[src/rtl/hello_scroll_sequencer.sv]
// hello_scroll_sequencer: rotation select generator for the HELLO display muxes.
// Optional build macro HELLO_SCROLL_BOUNCE_EN selects ping-pong instead of wrap-around.
module hello_scroll_sequencer #(
    parameter int TICK_DIV = 25000000,
    parameter int NUM_POS  = 5,
    parameter int SEL_W    = 3
) (
    input  logic             CLOCK_50,
    input  logic             Reset_n,
    input  logic             Enable,
    input  logic             Dir,
    input  logic [1:0]       Speed,
    input  logic             StepReq,
    output logic [SEL_W-1:0] Sel,
    output logic             Tick,
    output logic             Wrap,
    output logic             Running
);

    localparam int CNT_W = $clog2(TICK_DIV + 1);

    localparam logic [0:0] ST_PAUSE = 1'b0;
    localparam logic [0:0] ST_RUN   = 1'b1;

    localparam logic [SEL_W-1:0] SEL_LAST = SEL_W'(NUM_POS - 1);
    localparam logic [SEL_W-1:0] SEL_ONE  = SEL_W'(1);

    logic [0:0]       state;
    logic [0:0]       state_nxt;
    logic [CNT_W-1:0] presc;
    logic [CNT_W-1:0] presc_nxt;
    logic [CNT_W-1:0] term;
    logic             run_adv;
    logic             step_adv;
    logic             adv;
    logic             eff_dir;
    logic [SEL_W-1:0] sel_nxt;
    logic             wrap_nxt;
    logic [SEL_W-1:0] sel_q;
    logic             tick_q;
    logic             wrap_q;

`ifdef HELLO_SCROLL_BOUNCE_EN
    logic             flag;
    logic             flag_nxt;
`endif

    // Terminal count for the current speed; the shift is re-evaluated every cycle
    // so a speed change takes effect on the very next compare.
    always_comb begin
        term = CNT_W'((TICK_DIV >> Speed) - 1);
    end

    // Advance sources: prescaler terminal in RUN, or a manual step while paused.
    // In RUN the step request is ignored, so a coincident step never doubles up.
    always_comb begin
        run_adv  = (state == ST_RUN) && (presc >= term);
        step_adv = (state == ST_PAUSE) && StepReq && !Enable;
        adv      = run_adv || step_adv;
    end

    // Run/pause control and prescaler next value.
    always_comb begin
        state_nxt = state;
        presc_nxt = '0;
        unique case (state)
            ST_PAUSE: begin
                if (Enable) begin
                    state_nxt = ST_RUN;
                end
            end
            ST_RUN: begin
                if (!Enable) begin
                    state_nxt = ST_PAUSE;
                end else if (!run_adv) begin
                    presc_nxt = presc + CNT_W'(1);
                end
            end
            default: begin
                state_nxt = ST_PAUSE;
            end
        endcase
    end

`ifdef HELLO_SCROLL_BOUNCE_EN
    // Ping-pong: reverse at either end instead of wrapping; Wrap marks a reversal.
    always_comb begin
        sel_nxt  = '0;
        wrap_nxt = 1'b0;
        flag_nxt = flag;
        eff_dir  = Dir ^ flag;
        if (sel_q > SEL_LAST) begin
            sel_nxt = '0;
        end else if (!eff_dir) begin
            if (sel_q == SEL_LAST) begin
                sel_nxt  = SEL_LAST - SEL_ONE;
                flag_nxt = !flag;
                wrap_nxt = 1'b1;
            end else begin
                sel_nxt = sel_q + SEL_ONE;
            end
        end else begin
            if (sel_q == '0) begin
                sel_nxt  = SEL_ONE;
                flag_nxt = !flag;
                wrap_nxt = 1'b1;
            end else begin
                sel_nxt = sel_q - SEL_ONE;
            end
        end
    end
`else
    // Wrap-around stepping in the requested direction; out-of-range recovers to 0.
    always_comb begin
        sel_nxt  = '0;
        wrap_nxt = 1'b0;
        eff_dir  = Dir;
        if (sel_q > SEL_LAST) begin
            sel_nxt = '0;
        end else if (!eff_dir) begin
            if (sel_q == SEL_LAST) begin
                sel_nxt  = '0;
                wrap_nxt = 1'b1;
            end else begin
                sel_nxt = sel_q + SEL_ONE;
            end
        end else begin
            if (sel_q == '0) begin
                sel_nxt  = SEL_LAST;
                wrap_nxt = 1'b1;
            end else begin
                sel_nxt = sel_q - SEL_ONE;
            end
        end
    end
`endif

    // Control state and prescaler registers.
    always_ff @(posedge CLOCK_50 or negedge Reset_n) begin
        if (!Reset_n) begin
            state <= ST_PAUSE;
            presc <= '0;
        end else begin
            state <= state_nxt;
            presc <= presc_nxt;
        end
    end

    // Select, Tick and Wrap update together on the advance edge.
    always_ff @(posedge CLOCK_50 or negedge Reset_n) begin
        if (!Reset_n) begin
            sel_q  <= '0;
            tick_q <= 1'b0;
            wrap_q <= 1'b0;
        end else begin
            tick_q <= adv;
            wrap_q <= adv && wrap_nxt;
            if (adv) begin
                sel_q <= sel_nxt;
            end
        end
    end

`ifdef HELLO_SCROLL_BOUNCE_EN
    // Bounce direction flag, changes only on an advance that reverses.
    always_ff @(posedge CLOCK_50 or negedge Reset_n) begin
        if (!Reset_n) begin
            flag <= 1'b0;
        end else if (adv) begin
            flag <= flag_nxt;
        end
    end
`endif

    // Output drive.
    always_comb begin
        Sel     = sel_q;
        Tick    = tick_q;
        Wrap    = wrap_q;
        Running = (state == ST_RUN);
    end

endmodule

[config.mk]
export PLATFORM = sky130hd
export DESIGN_NAME = hello_scroll_sequencer
export DESIGN_NICKNAME = d
export VERILOG_FILES = /design/src/rtl/hello_scroll_sequencer.sv
export SDC_FILE = /design/constraint.sdc
export NUM_CORES = 1
export LEC_CHECK = 0
export ABC_AREA = 1
export CAP_MARGIN = 20
export CORE_MARGIN = 2
export CORE_UTILIZATION = 25
export CTS_BUF_LIST = sky130_fd_sc_hd__clkbuf_8
export DETAILED_ROUTE_END_ITERATION = 10
export GPL_TIMING_DRIVEN = 0
export PLACE_DENSITY = 0.38
export SLEW_MARGIN = 20
export SYNTH_ARGS = -nofsm -noshare
export SYNTH_HDL_FRONTEND = slang
export SYNTH_SLANG_ARGS = --single-unit
[constraint.sdc]
create_clock -name CLOCK_50 -period 2.1 [get_ports CLOCK_50]
set_clock_uncertainty 0.1 [all_clocks]
set_input_delay 0.42 -clock CLOCK_50 [delete_from_list [all_inputs] [get_ports CLOCK_50]]
set_output_delay 0.42 -clock CLOCK_50 [all_outputs]
set_load 0.05 [all_outputs]
==> results.yml, run 1 <==
status:
  status: "completed"
clock_network:
  cts.clk_slew.worst_paths_ns: 0.07
  cts_tree: "done"
  cts_root_buffer: "clkbuf_8"
  clockBufferDepth: 2
  cts_buffers: 5
  clock_latency_ns: 0.29
  cts_sinks: 31
  cts_max_level: 2
layout:
  area.growth.synth_to_final_pct: 33.15
  seqCellArea_um2: 783.3
  layout-drive-gt1-share_pct: 26.25
  multiInputGateArea_mm2: 0.001740
  n_antenna_cell: 0
  utilization_pct: 34.19
  layout.nets: 414
  final_cell_area_mm2: 0.003342
  layout.cells.non_filler: 514
  fillCellCount: 1053
route:
  wl_per_cell_um: 13.73
  drc: 0
  dr_wl_met3_um: 164
  wl_met1_um: 3267
  wl_um: 7056
  antenna_left: 0
  viasPerCell: 4.518
  drt-initial-drc-count: 114
  drtPass1Iterations: 4
  dr_wl_met2_um: 3463
  routed.top_layer: "met4"
  vias: 2322
power:
  ir_drop_v: 0.0005013
  power.density_mw_per_mm2: 527.0
  power.leakage_nw: 1.550
  p_total_mw: 1.761
timing:
  setup_tns_ns: 0
  fmax_ghz: 0.4901
  worst_pin_slew_ns: 0.5371
  rsz0062_at_grt: "yes"
  slew_headroom_pct: 63.86
  fin_ws_ns: 0.05962
  finalCritPeriodShare_pct: 97.16
  finalHoldViolCount: 0
  period_needed_ns: 2.040
  setup_viol: 0
  maxSlewViolCount: 0
  whs_ns: 0.3865
setup_path:
  cp-start-kind: "register"
  critPathMaxStageDelay_ns: 0.82
  crit_family: "buffers and inverters"
  end_kind: "output pin"
  crit_buf_inv: 1
  ff2ff_path_depth: 8
  critPathMaxFanout: 4
  crit_required_ns: 1.58
  slowest_stage: "clkdlybuf4s50_1"
  crit_chain: "clkdlybuf4s50_1"
  path_class: "register to output pin"
  crit_cells: 1
  worstPathArrival_ns: 1.52
placement:
  placed_cells: 489
  port_buffers: 11
  place_hpwl_um: 5402
  pre_cts_slack_ns: -1.055
  place_congestion: 0.8954
  place_area_mm2: 0.002883
logic_synthesis:
  synth_cell_types: 35
  synth_warnings: 0
  synth_top_cell_area_share_pct: 30.91
  synth-seq-cells: 31
  yosys-top-cells-area: "dfrtp_1 31%, ha_1 13%, nand2_1 12%, inv_1 7.6%, nor2_1 5.8%"
  yosysSeqAreaShare_pct: 30.91
  synth-main-ff-cell: "dfrtp_1"
  synthesis.area_mm2: 0.002510
  synth_edf_count: 0
  async_flop_share_pct: 100.0
  syn_area_per_cell_um2: 7.318
  synth_cells: 343
  yosysTopAreaCell: "dfrtp_1"
grt:
  antenna_found_initial: 0
  grt_max_degree: 20
  grt_remaining_overflow: 0
  grt_pass1_wl_um: 11050
  track_usage_pct: 13.03
  grt_pass1_vias: 2141
floorplanning:
  rows: 36
  io_pins: 13
  die_h_um: 104.2
  start_util_pct: 25.68
  die_x_um: 104.2
  die_area_mm2: 0.01086
  core-area_mm2: 0.009774
hold_path:
  hold_class: "register to register"
  worstHoldPathCells: 1
job:
  max-cap-violations: 0
## registers in the layout, summed over array words and instances (netlist names)
name / flops
presc: 25
Tick: 1
Running: 1
Wrap: 1
Sel: 3
## repair_timing
action / 4_1_cts / 5_1_grt
endpoints found under the hold margin: 12 / 0
hold buffers: 1 / 0
resized for setup: 16 / 41
setup endpoints to repair: 33 / 24
pin swaps: 2 / 17
cloned: 0 / 2
buffers inserted: 0 / 14
## kinds of logic after synthesis
group | Yosys count | share of synthesized area, %
and+or+nand+nor | 191 | 37.09
other | 2 | 0.2992
AOI/OAI and AO/OA | 23 | 5.085
xor gates and xnor gates | 11 | 3.839
buffers and inverters | 58 | 9.321
adders and majority gates | 27 | 13.46
DFF | 31 | 30.91
## layout make-up
type	instances	share of cell area [%]
multi-input cells	256	52.08
flip-flops and latches	31	23.44
repair buffers	28	8.349
inverters	55	6.702
well taps	133	4.979
clock buffers	7	2.883
plain buffers	3	1.348
clock inverters	1	0.2246
## routing by layer
metal	global-route usage (%)	vias to the layer above
li1	-	1175
met1	17.09	1093
met2	21.66	42
met3	1.880	12
met4	4.923	0
met5	0	-
## Yosys cell counts (2+ instances only)
cell	count
nor4_1	2
nand2_1	77
nor2_2	15
ha_1	27
nand3_1	19
nor2_1	39
a31oi_1	2
nor3b_1	2
inv_2	4
a21oi_1	10
dfrtp_1	31
xnor2_1	3
nand2_2	5
conb_1	2
inv_1	51
nand4_1	11
o21ai_0	6
or2_2	2
nor3_1	9
nand2_4	3
buf_6	2
xor2_1	8
## cell usage in the layout (no fill, tap or decap), types with 5 or more instances in the layout
cell             Yosys  routed
dfrtp_1             31      25
ha_4                 0       7
nand2_1             77      69
dfrtp_2              0       6
nand4_1             11      11
nor2_1              39      33
nor2_4               1       7
nand3_1             19      16
nor3_1               9       8
nand2_2              5      10
clkdlybuf4s50_1      0       6
clkbuf_8             0       7
inv_1               51      48
a21oi_1             10       9
buf_4                0      14
nand3_2              1       5
xor2_1               8       8
ha_1                27      20
nor2_2              15      15
o21ai_0              6       5
## report_power, final
group	switching, mW	total (mW)	internal [mW]
registers	0.0477	0.678	0.630
clock network	0.248	0.546	0.298
logic	0.339	0.537	0.198
## path summary, 6_finish.rpt
check / startpoint / to / slack, ns
hold / removal: presc[0]$_DFF_PN0_ / presc[0]$_DFF_PN0_ / 0.39
setup / recovery: Sel[1]$_DFFE_PN0P_ / Sel[1] / 0.06
min in group asynchronous: Reset_n / presc[13]$_DFF_PN0_ / 0.47
max in group asynchronous: Reset_n / presc[12]$_DFF_PN0_ / 0.99
setup reg to reg: presc[16]$_DFF_PN0_ / presc[23]$_DFF_PN0_ / 0.12
hold reg to reg: presc[0]$_DFF_PN0_ / presc[0]$_DFF_PN0_ / 0.39
No activity file was read; power rests on OpenSTA's default activity.
==> run 2, diff against run 1 <==
--- a/config.mk
+++ b/config.mk
@@ -15,2 +15,3 @@
 export PLACE_DENSITY = 0.38
+export RECOVER_POWER = 100
 export SLEW_MARGIN = 20
==> constraint.sdc (replaced) <==
create_clock -name CLOCK_50 -period 2.1 [get_ports CLOCK_50]
set_clock_uncertainty 0.1 [all_clocks]
set_input_delay 0.21 -clock CLOCK_50 [delete_from_list [all_inputs] [get_ports CLOCK_50]]
set_output_delay 0.21 -clock CLOCK_50 [all_outputs]
set_load 0.05 [all_outputs]
==> run 2 against run 1 <==
Effect of this change: cell area shrank 6.1%; cell count decreased by 0.58%; routed wire length is 4.6% lower; sequential share of layout area increased by 1.6 points; combinational power down 9.7%; hold slack worse by 0.0066 ns; sequential cell count stayed put; utilization shrank 2.1 points; non-clock buffer count decreased by 2; first-iteration DRC count increased by 9.6%; die area did not move; largest cell class unchanged.
==> results.yml, run 2 (same netlist as run 1, synthesis figures left out) <==
clock_network:
  cts_sinks: 31
  clockBufferDepth: 2
  clock_latency_ns: 0.29
  cts_buffers: 5
  cts_root_buffer: "clkbuf_8"
  cts_tree: "done"
  cts_max_level: 2
  cts.clk_slew.worst_paths_ns: 0.07
layout:
  final_common_cell: "nand2_1"
  largest_reg_flops: 25
  n_antenna_cell: 0
  layout_common_cells: "75 x nand2_1, 51 x inv_1, 34 x nor2_1, 23 x dfrtp_1, 22 x ha_1"
  final_cell_area_mm2: 0.003139
  layout-drive-gt1-share_pct: 23.02
  area.growth.synth_to_final_pct: 25.07
  regMostFlops: "presc"
  layout.nets: 411
setup_path:
  path_class: "input port to register"
  ff2ff_setup_slack_ns: 0.12
  ff2ff_path_depth: 11
  critPathMaxFanout: 8
  cpMostUsedCell: "nand2_1"
  end_kind: "register"
  critPathMaxStageDelay_ns: 0.30
  r2r-end: "presc[14]$_DFF_PN0_"
  cp-start-kind: "input port"
  worstPathArrival_ns: 2.09
  crit_required_ns: 2.18
  cp-endpoint: "Tick$_DFF_PN0_"
  crit_chain: "buf_6 -> inv_4 -> nand2_4 -> inv_1 -> ha_1 -> ha_4 -> a21oi_2 -> o21ai_2 -> nand2_1 -> nand2_1 -> nand2_1 -> nand2_1 -> nand2_2 -> nand2_4 -> nand2_8 -> nand2_4 -> buf_4"
  rr_startpoint: "presc[3]$_DFF_PN0_"
  worstSetupStartpoint: "Speed[0]"
  slowest_stage: "ha_1"
floorplanning:
  die_h_um: 104.2
  die_x_um: 104.2
  rows: 36
  io_pins: 13
  start_util_pct: 25.68
  core-area_mm2: 0.009774
  die_area_mm2: 0.01086
timing:
  setup_tns_ns: 0
  worst_pin_slew_ns: 0.7515
  finalCritPeriodShare_pct: 95.76
  setup_viol: 0
  rsz0062_at_grt: "yes"
  slew_headroom_pct: 49.90
  fmax_ghz: 0.4973
  finalHoldViolCount: 0
  period_needed_ns: 2.011
  maxSlewViolCount: 0
hold_path:
  hold_class: "register to register"
  worstHoldPathCells: 1
power:
  power_frac_seq_pct: 40.0
  p_sw_share_pct: 35.00
  p_total_mw: 1.688
  clock_power_share_pct: 31.3
  switchingPower_mw: 0.5908
  power.density_mw_per_mm2: 537.6
  internal_power_mw: 1.097
  power.leakage_nw: 1.493
  ir_drop_v: 0.0003967
  pwr-share-comb_pct: 28.8
job:
  max-cap-violations: 0
route:
  wl_um: 6731
  antenna_left: 0
  viasPerCell: 4.333
  drc: 0
  vias: 2214
  wl_per_cell_um: 13.17
  drtPass1Iterations: 4
  drt-initial-drc-count: 125
placement:
  place_hpwl_um: 5371
  port_buffers: 11
  place_area_mm2: 0.002813
  place_congestion: 0.8962
grt:
  grt_pass1_vias: 2184
  antenna_found_initial: 0
  grt_max_degree: 20
  grt_pass1_wl_um: 11210
  grt_remaining_overflow: 0
  track_usage_pct: 13.12
status:
  status: "completed"
## run 2: changes by cell type in the layout (fill, tap and decap cells not counted), sizes merged
cell and change:
dlygate4sd3 +5, buf -3, dlygate4sd2 -3, clkdlybuf4s50 -2, inv +2, clkbuf +1, clkinv -1, clkinvlp -1
nand3 -1
## run 2: what timing repair did
| item | CTS | global route |
|---|---|---|
| hold buffers | 1 | 0 |
| gates resized for setup | 10 | 31 |
| endpoints found under the hold margin | 12 | 0 |
| pin swaps | 1 | 9 |
| setup endpoints to repair | 30 | 29 |
| buffers inserted | 2 | 11 |
## run 2: metrics by stage
step,hold WS (ns),std cells,utilization [%],setup WS (ns)
2_1_floorplan,-0.1856,344,-,0.008470
3_3_place_gp,0.3755,488,28.55,-0.8529
3_5_place_dp,0.05158,489,28.78,-0.8954
4_1_cts,0.2769,500,30.25,0.01038
5_1_grt,0.4145,511,32.12,-0.01679
6_report,0.3800,511,32.12,0.08896
## run 2: power groups by stage
| stage | Clock (mW) | Sequential, mW | Combinational [mW] |
|---|---|---|---|
| 2_1_floorplan | 0 | 0.788 | 0.227 |
| 3_3_place_gp | 0 | 0.687 | 0.482 |
| 3_5_place_dp | 0 | 0.686 | 0.490 |
| 4_1_cts | 0.543 | 0.676 | 0.499 |
| 5_1_grt | 0.571 | 0.683 | 0.551 |
| 6_report | 0.528 | 0.674 | 0.485 |
## run 2: worst max-delay path, delay by kind of cell
| family | cells | cell delay, ns |
|---|---|---|
| simple gates | 9 | 0.73 |
| fa+ha+maj | 2 | 0.54 |
| buf+inv | 4 | 0.37 |
| compound gates | 2 | 0.22 |
## run 2: how the worst min path moves through the flow
stage	to	startpoint	slack, ns
3_5_place_dp	presc[9]$_DFF_PN0_	Reset_n	0.05
2_1_floorplan	Running$_DFF_PN0_	Reset_n	-0.19
3_3_place_gp	presc[0]$_DFF_PN0_	presc[0]$_DFF_PN0_	0.38
5_1_grt	presc[0]$_DFF_PN0_	presc[0]$_DFF_PN0_	0.41
4_1_cts	presc[15]$_DFF_PN0_	Reset_n	0.28
6_report	presc[0]$_DFF_PN0_	presc[0]$_DFF_PN0_	0.38
## run 2: layer usage
layer	GRT usage, %	vias up	wire [µm]
met4	5.405	0	139
met3	1.754	10	105
met5	0	-	0
li1	-	1155	-
met2	21.52	27	3219
met1	17.37	1022	3266
## run 2: cell type report
class | count | area [µm²]
Inverter | 55 | 209.0
Timing Repair Buffer | 26 | 217.7
Clock inverter | 1 | 3.754
Multi-Input combinational cell | 255 | 1629
Sequential cell | 31 | 785.8
Fill cell | 1083 | 6635
Buffer | 3 | 31.28
Tap cell | 133 | 166.4
Clock buffer | 7 | 96.34
